[config.mk]
export PLATFORM = sky130hd
export DESIGN_NAME = hazard_stall_ctrl
export DESIGN_NICKNAME = d
export VERILOG_FILES = /design/src/rtl/hazard_pkg.sv /design/src/rtl/hazard_perf_cnt.sv /design/src/rtl/hazard_stall_ctrl_chk.sv /design/src/rtl/hazard_stall_ctrl.sv
export SDC_FILE = /design/constraint.sdc
export NUM_CORES = 1
export LEC_CHECK = 0
export ABC_AREA = 0
export ABC_CLOCK_PERIOD_IN_PS = 4650
export CORE_MARGIN = 10
export CORE_UTILIZATION = 35
export DETAILED_ROUTE_END_ITERATION = 8
export PLACE_DENSITY = 0.75
export SYNTH_ARGS = -nofsm -noshare
export SYNTH_HDL_FRONTEND = slang
export SYNTH_SLANG_ARGS = --single-unit
[constraint.sdc]
create_clock -name clk -period 4.65 [get_ports clk]
set_input_delay 0.465 -clock clk [delete_from_list [all_inputs] [get_ports clk]]
set_output_delay 0.465 -clock clk [all_outputs]
set_load 0.01 [all_outputs]
[src/rtl/hazard_pkg.sv]
// hazard_pkg: shared types and constants for the pipeline hazard/stall controller.
//   state_t   : controller FSM state (RUN, MDU_WAIT)
//   DEF_REG_W : default register-specifier width
//   ZERO_REG  : architectural $zero specifier; loads to it never create a hazard
package hazard_pkg;

    typedef enum logic {
        RUN      = 1'b0,
        MDU_WAIT = 1'b1
    } state_t;

    localparam int DEF_REG_W = 5;

    localparam logic [4:0] ZERO_REG = 5'd0;

endpackage

[src/rtl/hazard_perf_cnt.sv]
// hazard_perf_cnt: 32-bit saturating event counter with synchronous clear.
// Ports:
//   clk   in   clock
//   reset in   asynchronous, active-high reset (count -> 0)
//   clr   in   synchronous clear, wins over inc
//   inc   in   count one event this cycle
//   count out  current count, sticks at 32'hFFFF_FFFF
module hazard_perf_cnt (
    input  logic        clk,
    input  logic        reset,
    input  logic        clr,
    input  logic        inc,
    output logic [31:0] count
);

    // Counter register: clear, saturating increment, or hold.
    always_ff @(posedge clk or posedge reset) begin
        if (reset) begin
            count <= 32'd0;
        end else if (clr) begin
            count <= 32'd0;
        end else if (inc && (count != 32'hFFFF_FFFF)) begin
            count <= count + 32'd1;
        end else begin
            count <= count;
        end
    end

endmodule

[src/rtl/hazard_stall_ctrl_chk.sv]
// hazard_stall_ctrl_chk: simulation-only protocol checks for hazard_stall_ctrl.
// Ports:
//   clk, reset   in  clock / asynchronous active-high reset
//   mdu_busy     in  controller is in MDU_WAIT
//   branch_taken in  EX resolved a taken branch/jump
module hazard_stall_ctrl_chk (
    input  logic clk,
    input  logic reset,
    input  logic mdu_busy,
    input  logic branch_taken
);

    // EX holds the MDU op or bubbles while waiting, so no branch can resolve.
    a_no_branch_in_wait: assert property (
        @(posedge clk) disable iff (reset) !(mdu_busy && branch_taken)
    ) else $error("branch_taken asserted while MDU_WAIT");

endmodule

[src/rtl/hazard_stall_ctrl.sv]
// hazard_stall_ctrl: ID-stage hazard controller for the 5-stage MIPS32 core.
// Handles load-use stalls (1 bubble), EX-resolved taken branch flushes and
// multi-cycle mult/div occupancy (MDU_LAT-1 frozen cycles).
// Outputs are combinational from state/cnt and current inputs.
// Parameters: MDU_LAT (1..8), REG_W, CNT_W (2^CNT_W >= MDU_LAT).
// Ports:
//   clk, reset                       clock / asynchronous active-high reset
//   ifid_valid, ifid_rs, ifid_rt     instruction in ID and its source fields
//   ifid_uses_rt, ifid_mdu           ID reads rt / ID is mult/div
//   idex_valid, idex_memread, idex_rt  instruction in EX (load + destination)
//   branch_taken                     EX resolved a taken branch/jump
//   pc_write, if_id_write            PC / IF/ID load enables
//   if_id_flush, id_ex_flush         IF/ID clear / ID/EX bubble insert
//   mdu_busy                         FSM is in MDU_WAIT
// Optional (macro HAZARD_PERF_EN): perf_clr in, perf_stall_cnt / perf_flush_cnt out.
module hazard_stall_ctrl
    import hazard_pkg::*;
#(
    parameter int MDU_LAT = 4,
    parameter int REG_W   = DEF_REG_W,
    parameter int CNT_W   = 3
) (
    input  logic             clk,
    input  logic             reset,
    input  logic             ifid_valid,
    input  logic [REG_W-1:0] ifid_rs,
    input  logic [REG_W-1:0] ifid_rt,
    input  logic             ifid_uses_rt,
    input  logic             ifid_mdu,
    input  logic             idex_valid,
    input  logic             idex_memread,
    input  logic [REG_W-1:0] idex_rt,
    input  logic             branch_taken,
    output logic             pc_write,
    output logic             if_id_write,
    output logic             if_id_flush,
    output logic             id_ex_flush,
    output logic             mdu_busy
`ifdef HAZARD_PERF_EN
    ,
    input  logic             perf_clr,
    output logic [31:0]      perf_stall_cnt,
    output logic [31:0]      perf_flush_cnt
`endif
);

    localparam logic [REG_W-1:0] ZERO_RT   = REG_W'(ZERO_REG);
    localparam logic             MDU_MULTI = 1'((MDU_LAT > 1) ? 1 : 0);
    // Wait length is cnt load + 1, giving MDU_LAT-1 frozen cycles.
    localparam logic [CNT_W-1:0] CNT_LOAD  = CNT_W'((MDU_LAT > 1) ? (MDU_LAT - 2) : 0);

    state_t           state_r;
    state_t           state_nxt_s;
    logic [CNT_W-1:0] cnt_r;
    logic [CNT_W-1:0] cnt_nxt_s;
    logic             lu_s;

    // Load-use detection; $zero destinations never hazard.
    always_comb begin
        lu_s = ifid_valid & idex_valid & idex_memread & (idex_rt != ZERO_RT) &
               ((idex_rt == ifid_rs) | (ifid_uses_rt & (idex_rt == ifid_rt)));
    end

    // FSM state and wait-counter registers.
    always_ff @(posedge clk or posedge reset) begin
        if (reset) begin
            state_r <= RUN;
            cnt_r   <= {CNT_W{1'b0}};
        end else begin
            state_r <= state_nxt_s;
            cnt_r   <= cnt_nxt_s;
        end
    end

    // Next-state and output decode; reset forces every enable low.
    always_comb begin
        state_nxt_s = state_r;
        cnt_nxt_s   = cnt_r;
        pc_write    = 1'b0;
        if_id_write = 1'b0;
        if_id_flush = 1'b0;
        id_ex_flush = 1'b0;
        mdu_busy    = 1'b0;
        if (reset) begin
            state_nxt_s = RUN;
            cnt_nxt_s   = {CNT_W{1'b0}};
        end else begin
            case (state_r)
                RUN: begin
                    if (branch_taken) begin
                        // Flush wins over any concurrent stall source.
                        pc_write    = 1'b1;
                        if_id_write = 1'b1;
                        if_id_flush = 1'b1;
                        id_ex_flush = 1'b1;
                    end else if (lu_s) begin
                        // Single bubble: next cycle the load is in MEM.
                        id_ex_flush = 1'b1;
                    end else if (ifid_valid && ifid_mdu && MDU_MULTI) begin
                        // MDU op advances into EX now, then freeze the front end.
                        pc_write    = 1'b1;
                        if_id_write = 1'b1;
                        state_nxt_s = MDU_WAIT;
                        cnt_nxt_s   = CNT_LOAD;
                    end else begin
                        pc_write    = 1'b1;
                        if_id_write = 1'b1;
                    end
                end
                MDU_WAIT: begin
                    id_ex_flush = 1'b1;
                    mdu_busy    = 1'b1;
                    if (cnt_r == {CNT_W{1'b0}}) begin
                        state_nxt_s = RUN;
                    end else begin
                        cnt_nxt_s = cnt_r - {{(CNT_W-1){1'b0}}, 1'b1};
                    end
                end
                default: begin
                    state_nxt_s = RUN;
                    cnt_nxt_s   = {CNT_W{1'b0}};
                end
            endcase
        end
    end

    hazard_stall_ctrl_chk u_chk (
        .clk          (clk),
        .reset        (reset),
        .mdu_busy     (mdu_busy),
        .branch_taken (branch_taken)
    );

`ifdef HAZARD_PERF_EN
    hazard_perf_cnt u_stall_cnt (
        .clk   (clk),
        .reset (reset),
        .clr   (perf_clr),
        .inc   (~pc_write & ~reset),
        .count (perf_stall_cnt)
    );

    hazard_perf_cnt u_flush_cnt (
        .clk   (clk),
        .reset (reset),
        .clr   (perf_clr),
        .inc   (if_id_flush),
        .count (perf_flush_cnt)
    );
`endif

endmodule

# Word level (Yosys, flattened, before mapping)
# Index checks and enable logic that the tools add are counted.
# classes
add_sub_neg	1
n_eq_ne	6
mux	25
bitwise_logic	7
n_reduce_logical	4
# op_table
operator	count
two-way mux 1 bit	17
two-way mux 3 bit	5
inequality test 3 bit (second input constant)	4
equality test 5 bit	2
case mux 3 bit (2 select lines)	1
AND 1 bit	5
nonzero test 5 bit	1
case mux 1 bit (2 select lines)	2
AND reduction 4 bit	1
zero test 3 bit	1
subtractor 3 x 1 -> 3 bit (second input constant)	1
logical AND 1 bit	1
inverter 1 bit	1
bitwise OR 1 bit	1
# totals
regBits	4
in_bits	23
output_inout_bits	5
elab_cells	45

# Logic depth before layout (Yosys ltp)
# Gate-level depths: netlist of the first run.
# logic_depth
depth_word	8
depth_mapped	6
ltp_nobuf	6

# Least setup slack after synthesis of the first run
# OpenSTA, ideal clock, no wires.
# synth_path
kind	input-to-output
from	input idex_rt[4]
to	output pc_write
arrival_time_ps	1607
required_time_ps	4185
path_slack_ps	2578
cell_stages	5
path_buffers	1
path_cell_list	xor2_1 -> nor4_2 -> a32oi_1 -> o31a_2 -> buf_4
# synth_between
elab_chain_cells	8
word_cells_on_any_way	11
cone_classes	eq/ne: 2; mux: 4; bitwise: 4; reduce/logical: 1
# synth_rtl
element	line_no	source
start, declared	hazard_stall_ctrl.sv:32	input logic [REG_W-1:0] idex_rt,
equality test 5 bit	hazard_stall_ctrl.sv:61	((idex_rt == ifid_rs) | (ifid_uses_rt & (idex_rt == ifid_rt)));
AND 1 bit	hazard_stall_ctrl.sv:61	
bitwise OR 1 bit	hazard_stall_ctrl.sv:61	
AND 1 bit (*)	hazard_stall_ctrl.sv:60	lu_s = ifid_valid & idex_valid & idex_memread & (idex_rt != ZERO_RT) &
two-way mux 1 bit (*) (4 in series)	n/a	
end, declared	hazard_stall_ctrl.sv:34	output logic pc_write,
# Mark *: on every way between the ends. The rest lies on a longest branch, timed or not.

# Final worst setup path of the first run
# layout_path
from	input idex_rt[4]
to	output id_ex_flush
# layout_between
elab_chain_cells	8
word_cells_on_any_way	11
cone_classes	eq/ne: 2; mux: 4; bitwise: 4; reduce/logical: 1
# layout_rtl
element	line_no	source
equality test 5 bit	hazard_stall_ctrl.sv:61	
AND 1 bit	hazard_stall_ctrl.sv:61	
bitwise OR 1 bit	hazard_stall_ctrl.sv:61	
AND 1 bit (*)	hazard_stall_ctrl.sv:60	
two-way mux 1 bit (*)	hazard_stall_ctrl.sv:96	end else if (lu_s) begin
two-way mux 1 bit (*)	hazard_stall_ctrl.sv:90	if (branch_taken) begin
case mux 1 bit (2 select lines) (*)	hazard_stall_ctrl.sv:88	case (state_r)
two-way mux 1 bit (*)	hazard_stall_ctrl.sv:84	if (reset) begin
end, declared	hazard_stall_ctrl.sv:37	output logic id_ex_flush,
# Marks and branches as above.

==> flow_summary.yaml, run 1 <==
cts:
  cts_hold_buf: 0
  cts.clk_slew.worst_paths_ns: 0.04
  h-tree-depth: 1
  cts_buffers: 3
  clk_path_buf_depth: 2
  cts_root_buf: "clkbuf_4"
  cts_resized: 0
  cts_tree: "built"
  cts.sinks: 4
  cts_setup_buffers: 0
  worstSkewPairLatency_ns: 0.24
setup_path:
  critPathArrivalTime_ns: 2.55
  crit_start: "idex_rt[4]"
  crit_path_end_kind: "output pin"
  worstPathRequired_ns: 4.18
  max_stage_delay_ns: 0.60
  r2r-end: "cnt_r[1]$_DFFE_PP0P_"
  path_max_fanout: 6
  path_cells: "clkdlybuf4s50_1 > xor2_1 > nor4_2 > a32oi_1 > o31ai_1 > clkdlybuf4s50_1"
  critPathCapture: "id_ex_flush"
  r2r_slack_ns: 3.03
  reg2regPathDepth: 6
  worstSetupPathType: "input port to output pin"
  startpoint_type: "input port"
  cp_common_cell: "clkdlybuf4s50_1"
  r2r-start: "cnt_r[0]$_DFFE_PP0P_"
  critPathSlowestCell: "clkdlybuf4s50_1"
pwr:
  p_leak_nw: 0.3069
  pwr-share-comb: 0.372
  clockPowerShare: 0.347
  power_density_nw_per_um2: 168.5
  p_seq_frac: 0.281
  power_switching_share: 0.2759
  max-vdd-ir-drop_v: 0.00005913
  internal_power_uw: 94.98
  p_sw_uw: 36.19
finish:
  multi_input_area_sq_um: 355.3
  diodes: 0
  fin_cells: 96
  fin_util: 0.6056
  final_common_cell: "clkdlybuf4s50_1"
  layout.nets: 108
  syn_to_final_growth_pct: 64.12
  fillers: 120
  seqCellArea_sq_um: 100.1
  drive_gt1_frac: 0.1481
  final_cell_mix: "27 x clkdlybuf4s50_1, 9 x xor2_1, 4 x dfrtp_1"
floorplanning:
  fp.dieW_um: 56.81
  design.portCount: 28
  start_util: 0.3690
  die_h_um: 56.81
  dieArea_sq_um: 3227
  core_area_sq_um: 1285
  rows: 13
outcome:
  outcome: "finished, final reports clean"
place:
  dp.cells: 93
  hpwl_um: 1273
  portBuffers: 27
  gp_congestion: 0.7791
yosys:
  yosysTopAreaCell: "dfrtp_1"
  synth_top_cell_area_share: 0.2111
  synth_seq_cells: 4
  synth_cell_type_count: 32
  synth_fp_nets: 77
  syn_inst: 52
  ys_warn_count: 0
  synthTopCellsByArea: "dfrtp_1 21%, xor2_1 17%, ha_1 5.3%, mux2i_1 4.2%, o21ai_4 3.4%"
  avgSynthCellArea_sq_um: 9.119
  synth.yosys.seq_area_share: 0.2111
  netlist_area_sq_um: 474.2
global_route:
  grt_pass1_vias: 560
  antenna_found_initial: 0
  grt_max_degree: 10
  grt_pass1_wl_um: 2408
  grt_overflow: 0
  grt_use_total: 0.09346
timing:
  tns_ns: 0
  slew_headroom: 0.6584
  period_needed_ns: 3.016
  skew_ns: 0.003624
  worst_pin_slew_ns: 0.5124
  final.period_utilization: 0.6486
  fmax_mhz: 331.6
  report.final.slew_viol_count: 0
  finalSetupViolations: 0
  rsz0062_at_grt: "no"
  hold_violations: 0
route:
  wl_um: 1438
  viasPerCell: 5.167
  drc_errors: 0
  drtPass1Iterations: 3
  wl_per_cell_um: 14.98
  initialDrtViolationCount: 2
  vias: 496
  antenna_left: 0
flow_run:
  cap_viol_max_count: 0
worst_hold_path:
  hold_class: "register to register"
==> area by class of cell <==
type	instances	area share
clock buffers	3	0.02894
inverters	3	0.01447
multi-input cells	44	0.4566
flip-flops and latches	4	0.1286
well taps	15	0.02412
repair buffers	27	0.3473
==> flip-flops by register name, indices dropped and copies added, names as in the netlist <==
| register | flops |
|---|---|
| cnt_r | 3 |
| state_r | 1 |
==> logic make-up (layout without fill, tap and decap cells) <==
logic type                 Yosys count  in the layout  share of synthesized area
and+or+nand+nor                     17             17                     0.2375
AOI/OAI and AO/OA                   12             12                     0.2085
xor gates and xnor gates            10             10                     0.1847
DFF                                  4              4                     0.2111
buffers and inverters                4             33                    0.03958
muxes                                3              3                    0.06596
adders and majority gates            2              2                    0.05276
==> synthesized netlist by cell type, drive strengths merged <==
| cell type | number |
|---|---|
| o221a | 1 |
| mux2 | 1 |
| nor2b | 1 |
| dfrtp | 4 |
| xor2 | 9 |
| and3 | 1 |
| buf | 1 |
| inv | 3 |
| or2 | 1 |
| and2 | 2 |
| o32ai | 1 |
| o31ai | 1 |
| a21oi | 2 |
| o31a | 1 |
| nor3 | 1 |
| nor2 | 3 |
| nand2 | 2 |
| ha | 2 |
| xnor2 | 1 |
| o311a | 1 |
| mux2i | 2 |
| a32oi | 1 |
| or4 | 2 |
| o22ai | 1 |
| o21ai | 3 |
| nor4bb | 1 |
| nor4 | 1 |
| nand2b | 1 |
| or3 | 1 |
==> power by group through the flow <==
| stage | Sequential (mW) | Combinational [mW] | Clock (mW) |
|---|---|---|---|
| 4_1_cts | 0.0369 | 0.0496 | 0.0466 |
| 3_5_place_dp | 0.0374 | 0.0495 | 0 |
| 3_3_place_gp | 0.0373 | 0.0490 | 0 |
| 2_1_floorplan | 0.0370 | 0.0200 | 0 |
| 5_1_grt | 0.0371 | 0.0539 | 0.0498 |
| 6_report | 0.0369 | 0.0488 | 0.0455 |
==> metrics by stage <==
| step | power [mW] | worst slack, ns | hold slack [ns] | area [sq um] |
|---|---|---|---|---|
| after global placement | 0.08634 | 1.635 | 0.5782 | 755.7 |
| after detailed placement | 0.08691 | 1.618 | 0.5813 | 755.7 |
| after global routing | 0.1408 | 1.546 | 0.6243 | 778.2 |
| final | 0.1312 | 1.634 | 0.5869 | 778.2 |
| after CTS | 0.1332 | 1.623 | 0.5893 | 778.2 |
| after floorplan | 0.05699 | 2.578 | 0.2452 | 474.2 |
==> critical path: cells and delay by family <==
| kind | cells | cell delay, ns |
|---|---|---|
| XOR/XNOR | 1 | 0.19 |
| AO/OA/AOI/OAI | 2 | 0.57 |
| buffers and inverters | 2 | 1.07 |
| AND/OR/NAND/NOR | 1 | 0.26 |
==> worst min path at each step <==
stage                                       to                 start  cells after the start
after floorplan           cnt_r[0]$_DFFE_PP0P_                 reset                      1
after global placement    cnt_r[1]$_DFFE_PP0P_  cnt_r[1]$_DFFE_PP0P_                      1
after detailed placement  cnt_r[1]$_DFFE_PP0P_  cnt_r[1]$_DFFE_PP0P_                      1
after CTS                 cnt_r[1]$_DFFE_PP0P_  cnt_r[1]$_DFFE_PP0P_                      1
after global routing      cnt_r[1]$_DFFE_PP0P_  cnt_r[1]$_DFFE_PP0P_                      1
final                     cnt_r[1]$_DFFE_PP0P_  cnt_r[1]$_DFFE_PP0P_                      1
==> metal layers <==
metal / global-route usage / wire length (um) / part of all wire / up-vias
met1: 0.07778 / 513 / 0.36 / 214
met4: 0.05034 / 30 / 0.021 / 0
met5: 0 / 0 / 0 / -
li1: - / - / - / 252
met3: 0.08989 / 260 / 0.18 / 5
met2: 0.1442 / 633 / 0.44 / 25
Power figures use the tool's default switching activity.
==> inputs of run 2 (changes only) <==
--- a/config.mk
+++ b/config.mk
@@ -6,7 +6,7 @@
 export NUM_CORES = 1
 export LEC_CHECK = 0
 export ABC_AREA = 0
-export ABC_CLOCK_PERIOD_IN_PS = 4650
+export ABC_CLOCK_PERIOD_IN_PS = 2950
 export CORE_MARGIN = 10
 export CORE_UTILIZATION = 35
 export DETAILED_ROUTE_END_ITERATION = 8
==> constraint.sdc (replaced) <==
create_clock -name clk -period 2.95 [get_ports clk]
set_input_delay 0.295 -clock clk [delete_from_list [all_inputs] [get_ports clk]]
set_output_delay 0.295 -clock clk [all_outputs]
set_load 0.01 [all_outputs]
==> run 2 against run 1 <==
  * Total power increased by 59%
  * First-iteration DRC count grew to 5.0 times the previous value
  * Critical path type unchanged
  * Critical endpoint unchanged
  * Global-route usage is 0.33 points lower
  * Via count fell by 0.60%
  * Register-to-register slack got worse by 1.7 ns
  * Sequential power rose by 58%
  * Hold slack lost 0.12 ns
==> flow_summary.yaml, run 2 (synthesis results as in run 1) <==
setup_path:
  critPathArrivalTime_ns: 2.37
  path_max_fanout: 6
  crit_start: "idex_rt[4]"
  crit_path_end_kind: "output pin"
  worstSetupPathType: "input port to output pin"
  worstPathRequired_ns: 2.65
  startpoint_type: "input port"
  r2r-start: "cnt_r[0]$_DFFE_PP0P_"
timing:
  rsz0062_at_grt: "no"
  slew_headroom: 0.6415
  hold_violations: 0
  hold_ws_ns: 0.4703
  finalSetupViolations: 0
  fmax_mhz: 374.9
  period_needed_ns: 2.667
  worst_pin_slew_ns: 0.5377
  layout_setup_ws_ns: 0.2827
  final.period_utilization: 0.9042
  tns_ns: 0
  skew_ns: 0.002211
  report.final.slew_viol_count: 0
route:
  drc_errors: 0
  wl_um: 1387
  drtPass1Iterations: 4
  wl_per_cell_um: 14.45
  initialDrtViolationCount: 10
  viasPerCell: 5.135
  antenna_left: 0
  vias: 493
finish:
  largest-register: "cnt_r"
  syn_to_final_growth_pct: 64.12
  fin_util: 0.6056
  layout.nets: 108
  drive_gt1_frac: 0.1481
  final_cell_mix: "27 x clkdlybuf4s50_1, 9 x xor2_1, 4 x dfrtp_1"
  largest_reg_flops: 3
  final_common_cell: "clkdlybuf4s50_1"
  diodes: 0
  largestRegisters: "cnt_r: 3 flops, state_r: 1 flops"
global_route:
  grt_max_degree: 10
  antenna_found_initial: 0
  grt_overflow: 0
  grt_pass1_wl_um: 2325
  grt_use_total: 0.09014
  grt_pass1_vias: 544
place:
  hpwl_um: 1220
  post-place-ws_ns: 0.2512
  gp_congestion: 0.7808
  portBuffers: 27
worst_hold_path:
  hold_class: "input port to asynchronous set/reset pin"
floorplanning:
  core_area_sq_um: 1285
  rows: 13
  design.portCount: 28
  start_util: 0.3690
  die_h_um: 56.81
  dieArea_sq_um: 3227
  fp.dieW_um: 56.81
cts:
  cts.sinks: 4
  worstSkewPairLatency_ns: 0.25
  h-tree-depth: 1
  cts_hold_buf: 0
  cts_buffers: 3
  cts.clk_slew.worst_paths_ns: 0.04
  clk_path_buf_depth: 2
  cts_resized: 0
  cts_setup_buffers: 0
  cts_tree: "built"
  cts_root_buf: "clkbuf_4"
pwr:
  max-vdd-ir-drop_v: 0.00009394
  power_density_nw_per_um2: 268.2
  p_leak_nw: 0.3069
flow_run:
  cap_viol_max_count: 0
outcome:
  outcome: "finished, final reports clean"
-- run 2: worst paths after layout --
path                                         to  slack, ns  depth (start not counted)
setup / recovery                    id_ex_flush       0.28                          6
hold / removal             cnt_r[0]$_DFFE_PP0P_       0.47                          2
setup reg to reg           cnt_r[1]$_DFFE_PP0P_       1.33                          6
hold reg to reg            cnt_r[2]$_DFFE_PP0P_       0.58                          2
max in group asynchronous     state_r$_DFF_PP0_       2.30                          2
min in group clk           cnt_r[2]$_DFFE_PP0P_       0.58                          2
-- run 2: power by group --
group / total (mW) / internal, mW / switching [mW]
registers: 0.0582 / 0.0565 / 0.00167
clock network: 0.0739 / 0.0459 / 0.0281
logic: 0.0766 / 0.0474 / 0.0292
total: 0.209 / 0.150 / 0.0589
-- run 2: metal layers --
| metal | GRT usage | part of all wire | vias up |
|---|---|---|---|
| li1 | - | - | 249 |
| met1 | 0.07117 | 0.36 | 214 |
| met2 | 0.1411 | 0.43 | 27 |
| met3 | 0.08315 | 0.19 | 3 |
| met4 | 0.06040 | 0.022 | 0 |
| met5 | 0 | 0 | - |
-- run 2: final cells by class --
cell class,instances,area (sq um)
inverters,3,11.26
multi-input cells,44,355.3
well taps,15,18.77
fillers,127,506.7
repair buffers,27,270.3
clock buffers,3,22.52
flip-flops and latches,4,100.1
-- run 2: worst max-delay path, stage by stage --
cell	delay (ns)
clkdlybuf4s50_1	0.47
xor2_1	0.19
nor4_2	0.26
a32oi_1	0.25
o31ai_1	0.32
clkdlybuf4s50_1	0.59
-- run 2: through the flow --
step | power (mW) | area [sq um] | cells
floorplan | 0.08983 | 474.2 | 52
global placement | 0.1361 | 755.7 | 93
detailed placement | 0.1365 | 755.7 | 93
CTS | 0.2115 | 778.2 | 96
global route | 0.2242 | 778.2 | 96
finish | 0.2087 | 778.2 | 96
==> inputs of run 3 (changes only) <==
--- a/config.mk
+++ b/config.mk
@@ -8,9 +8,10 @@
 export ABC_AREA = 0
 export ABC_CLOCK_PERIOD_IN_PS = 2950
 export CORE_MARGIN = 10
-export CORE_UTILIZATION = 35
+export CORE_UTILIZATION = 36
+export CTS_CLUSTER_DIAMETER = 100
 export DETAILED_ROUTE_END_ITERATION = 8
-export PLACE_DENSITY = 0.75
+export PLACE_DENSITY = 0.77
 export SYNTH_ARGS = -nofsm -noshare
 export SYNTH_HDL_FRONTEND = slang
 export SYNTH_SLANG_ARGS = --single-unit
==> constraint.sdc (replaced) <==
create_clock -name clk -period 2.95 [get_ports clk]
set_input_delay 0.295 -clock clk [delete_from_list [all_inputs] [get_ports clk]]
set_output_delay 0.295 -clock clk [all_outputs]
set_load 0.005 [all_outputs]
==> run 3 against run 2 <==
  * Flip-flop and latch count unchanged
  * Count of clock-buffer cells in the layout unchanged
  * Die area decreased by 1.8%
  * Final area unchanged
  * Hold slack got worse by 0.0073 ns
  * Final cell count unchanged
  * Combinational power decreased by 0.8%
  * Total power decreased by 1.7%
  * Setup slack improved by 0.0033 ns
  * Critical endpoint unchanged
  * Highest routed layer unchanged
==> flow_summary.yaml, run 3 (synthesis results as in run 1) <==
route:
  initialDrtViolationCount: 4
  drc_errors: 0
  viasPerCell: 5.458
  antenna_left: 0
  wl_per_cell_um: 15.26
  wl_um: 1465
  drtPass1Iterations: 3
  vias: 524
cts:
  worstSkewPairLatency_ns: 0.25
  cts_buffers: 3
  clk_path_buf_depth: 2
  cts_resized: 0
  cts.clk_slew.worst_paths_ns: 0.04
  cts.sinks: 4
  h-tree-depth: 1
  cts_root_buf: "clkbuf_4"
  cts_setup_buffers: 0
  cts_hold_buf: 0
  cts_tree: "built"
finish:
  fillers: 117
  final_common_cell: "clkdlybuf4s50_1"
  largest-register: "cnt_r"
  fin_cells: 96
  final_area_sq_um: 778.2
  drive_gt1_frac: 0.1481
  largestRegisters: "cnt_r: 3 flops, state_r: 1 flops"
  final_cell_mix: "27 x clkdlybuf4s50_1, 9 x xor2_1, 4 x dfrtp_1"
  largest_reg_flops: 3
  diodes: 0
  layout.nets: 108
  syn_to_final_growth_pct: 64.12
place:
  placed_area_sq_um: 755.7
  gp_congestion: 0.7439
  post-place-ws_ns: 0.2664
  dp.cells: 93
  hpwl_um: 1293
  portBuffers: 27
timing:
  hold_violations: 0
  skew_ns: 0.006846
  rsz0062_at_grt: "no"
  worst_pin_slew_ns: 0.5218
  layout_setup_ws_ns: 0.2861
  final.period_utilization: 0.9030
  slew_headroom: 0.6522
  fmax_mhz: 375.4
  report.final.slew_viol_count: 0
  period_needed_ns: 2.664
  finalSetupViolations: 0
  tns_ns: 0
global_route:
  grt_use_total: 0.09479
  grt_max_degree: 10
  antenna_found_initial: 0
  grt_pass1_wl_um: 2352
  grt_overflow: 0
  grt_pass1_vias: 562
pwr:
  internal_power_uw: 149.6
  power_switching_share: 0.2708
  p_sw_uw: 55.57
  pwr-share-comb: 0.370
  max-vdd-ir-drop_v: 0.0001149
  power_density_nw_per_um2: 263.7
  p_seq_frac: 0.284
  clockPowerShare: 0.346
  p_leak_nw: 0.3069
setup_path:
  critPathArrivalTime_ns: 2.37
  worstSetupPathType: "input port to output pin"
  path_max_fanout: 6
  startpoint_type: "input port"
  crit_path_end_kind: "output pin"
  worstPathRequired_ns: 2.65
floorplanning:
  die_h_um: 56.30
  start_util: 0.3738
  fp.dieW_um: 56.30
  core_area_sq_um: 1269
  rows: 13
  design.portCount: 28
  dieArea_sq_um: 3169
worst_hold_path:
  hold_class: "input port to asynchronous set/reset pin"
outcome:
  outcome: "finished, final reports clean"
flow_run:
  cap_viol_max_count: 0
==> run 3: cell counts in the layout (fill, tap and decap cells not counted) <==
No cell type changed its count.
==> run 3: power by group through the flow <==
stage          logic [mW]  registers (mW)  clock network (mW)
3_3_place_gp       0.0755          0.0590                   0
4_1_cts            0.0771          0.0583              0.0735
6_report           0.0760          0.0582              0.0710
2_1_floorplan      0.0300          0.0584                   0
3_5_place_dp       0.0767          0.0590                   0
5_1_grt            0.0833          0.0586              0.0735
==> run 3: per-layer routing <==
layer / up-vias / wire (um) / GRT usage
li1: 250 / - / -
met1: 245 / 509 / 0.07223
met2: 25 / 698 / 0.1585
met3: 4 / 207 / 0.06517
met4: 0 / 49 / 0.08247
met5: - / 0 / 0
==> run 3: worst paths after layout <==
check / from / end / slack, ns / cells after the start
hold reg to reg: cnt_r[2]$_DFFE_PP0P_ / cnt_r[2]$_DFFE_PP0P_ / 0.59 / 2
min in group clk: cnt_r[2]$_DFFE_PP0P_ / cnt_r[2]$_DFFE_PP0P_ / 0.59 / 2
max in group asynchronous: reset / state_r$_DFF_PP0_ / 2.30 / 2
setup / recovery: idex_rt[4] / id_ex_flush / 0.29 / 6
hold / removal: reset / cnt_r[0]$_DFFE_PP0P_ / 0.46 / 2
setup reg to reg: cnt_r[0]$_DFFE_PP0P_ / cnt_r[1]$_DFFE_PP0P_ / 1.31 / 6
==> run 3: cell type report <==
cell class	count	area (sq um)	area share
Clock buffer	3	22.52	0.02894
Inverter	3	11.26	0.01447
Multi-Input combinational cell	44	355.3	0.4566
Sequential cell	4	100.1	0.1286
Tap cell	15	18.77	0.02412
Timing Repair Buffer	27	270.3	0.3473
==> run 3: critical path, cell delays in order <==
cell and delay, ns:
clkdlybuf4s50_1 0.46, xor2_1 0.19, nor4_2 0.28, a32oi_1 0.25, o31ai_1 0.33, clkdlybuf4s50_1 0.56
==> run 3: through the flow <==
| step | util | hold slack, ns | total power [mW] |
|---|---|---|---|
| after floorplan | - | 0.07519 | 0.08836 |
| after global placement | 0.5957 | 0.5799 | 0.1345 |
| after detailed placement | 0.5957 | 0.5839 | 0.1357 |
| after CTS | 0.6134 | 0.4403 | 0.2089 |
| after global routing | 0.6134 | 0.5124 | 0.2154 |
| final | 0.6134 | 0.4630 | 0.2052 |
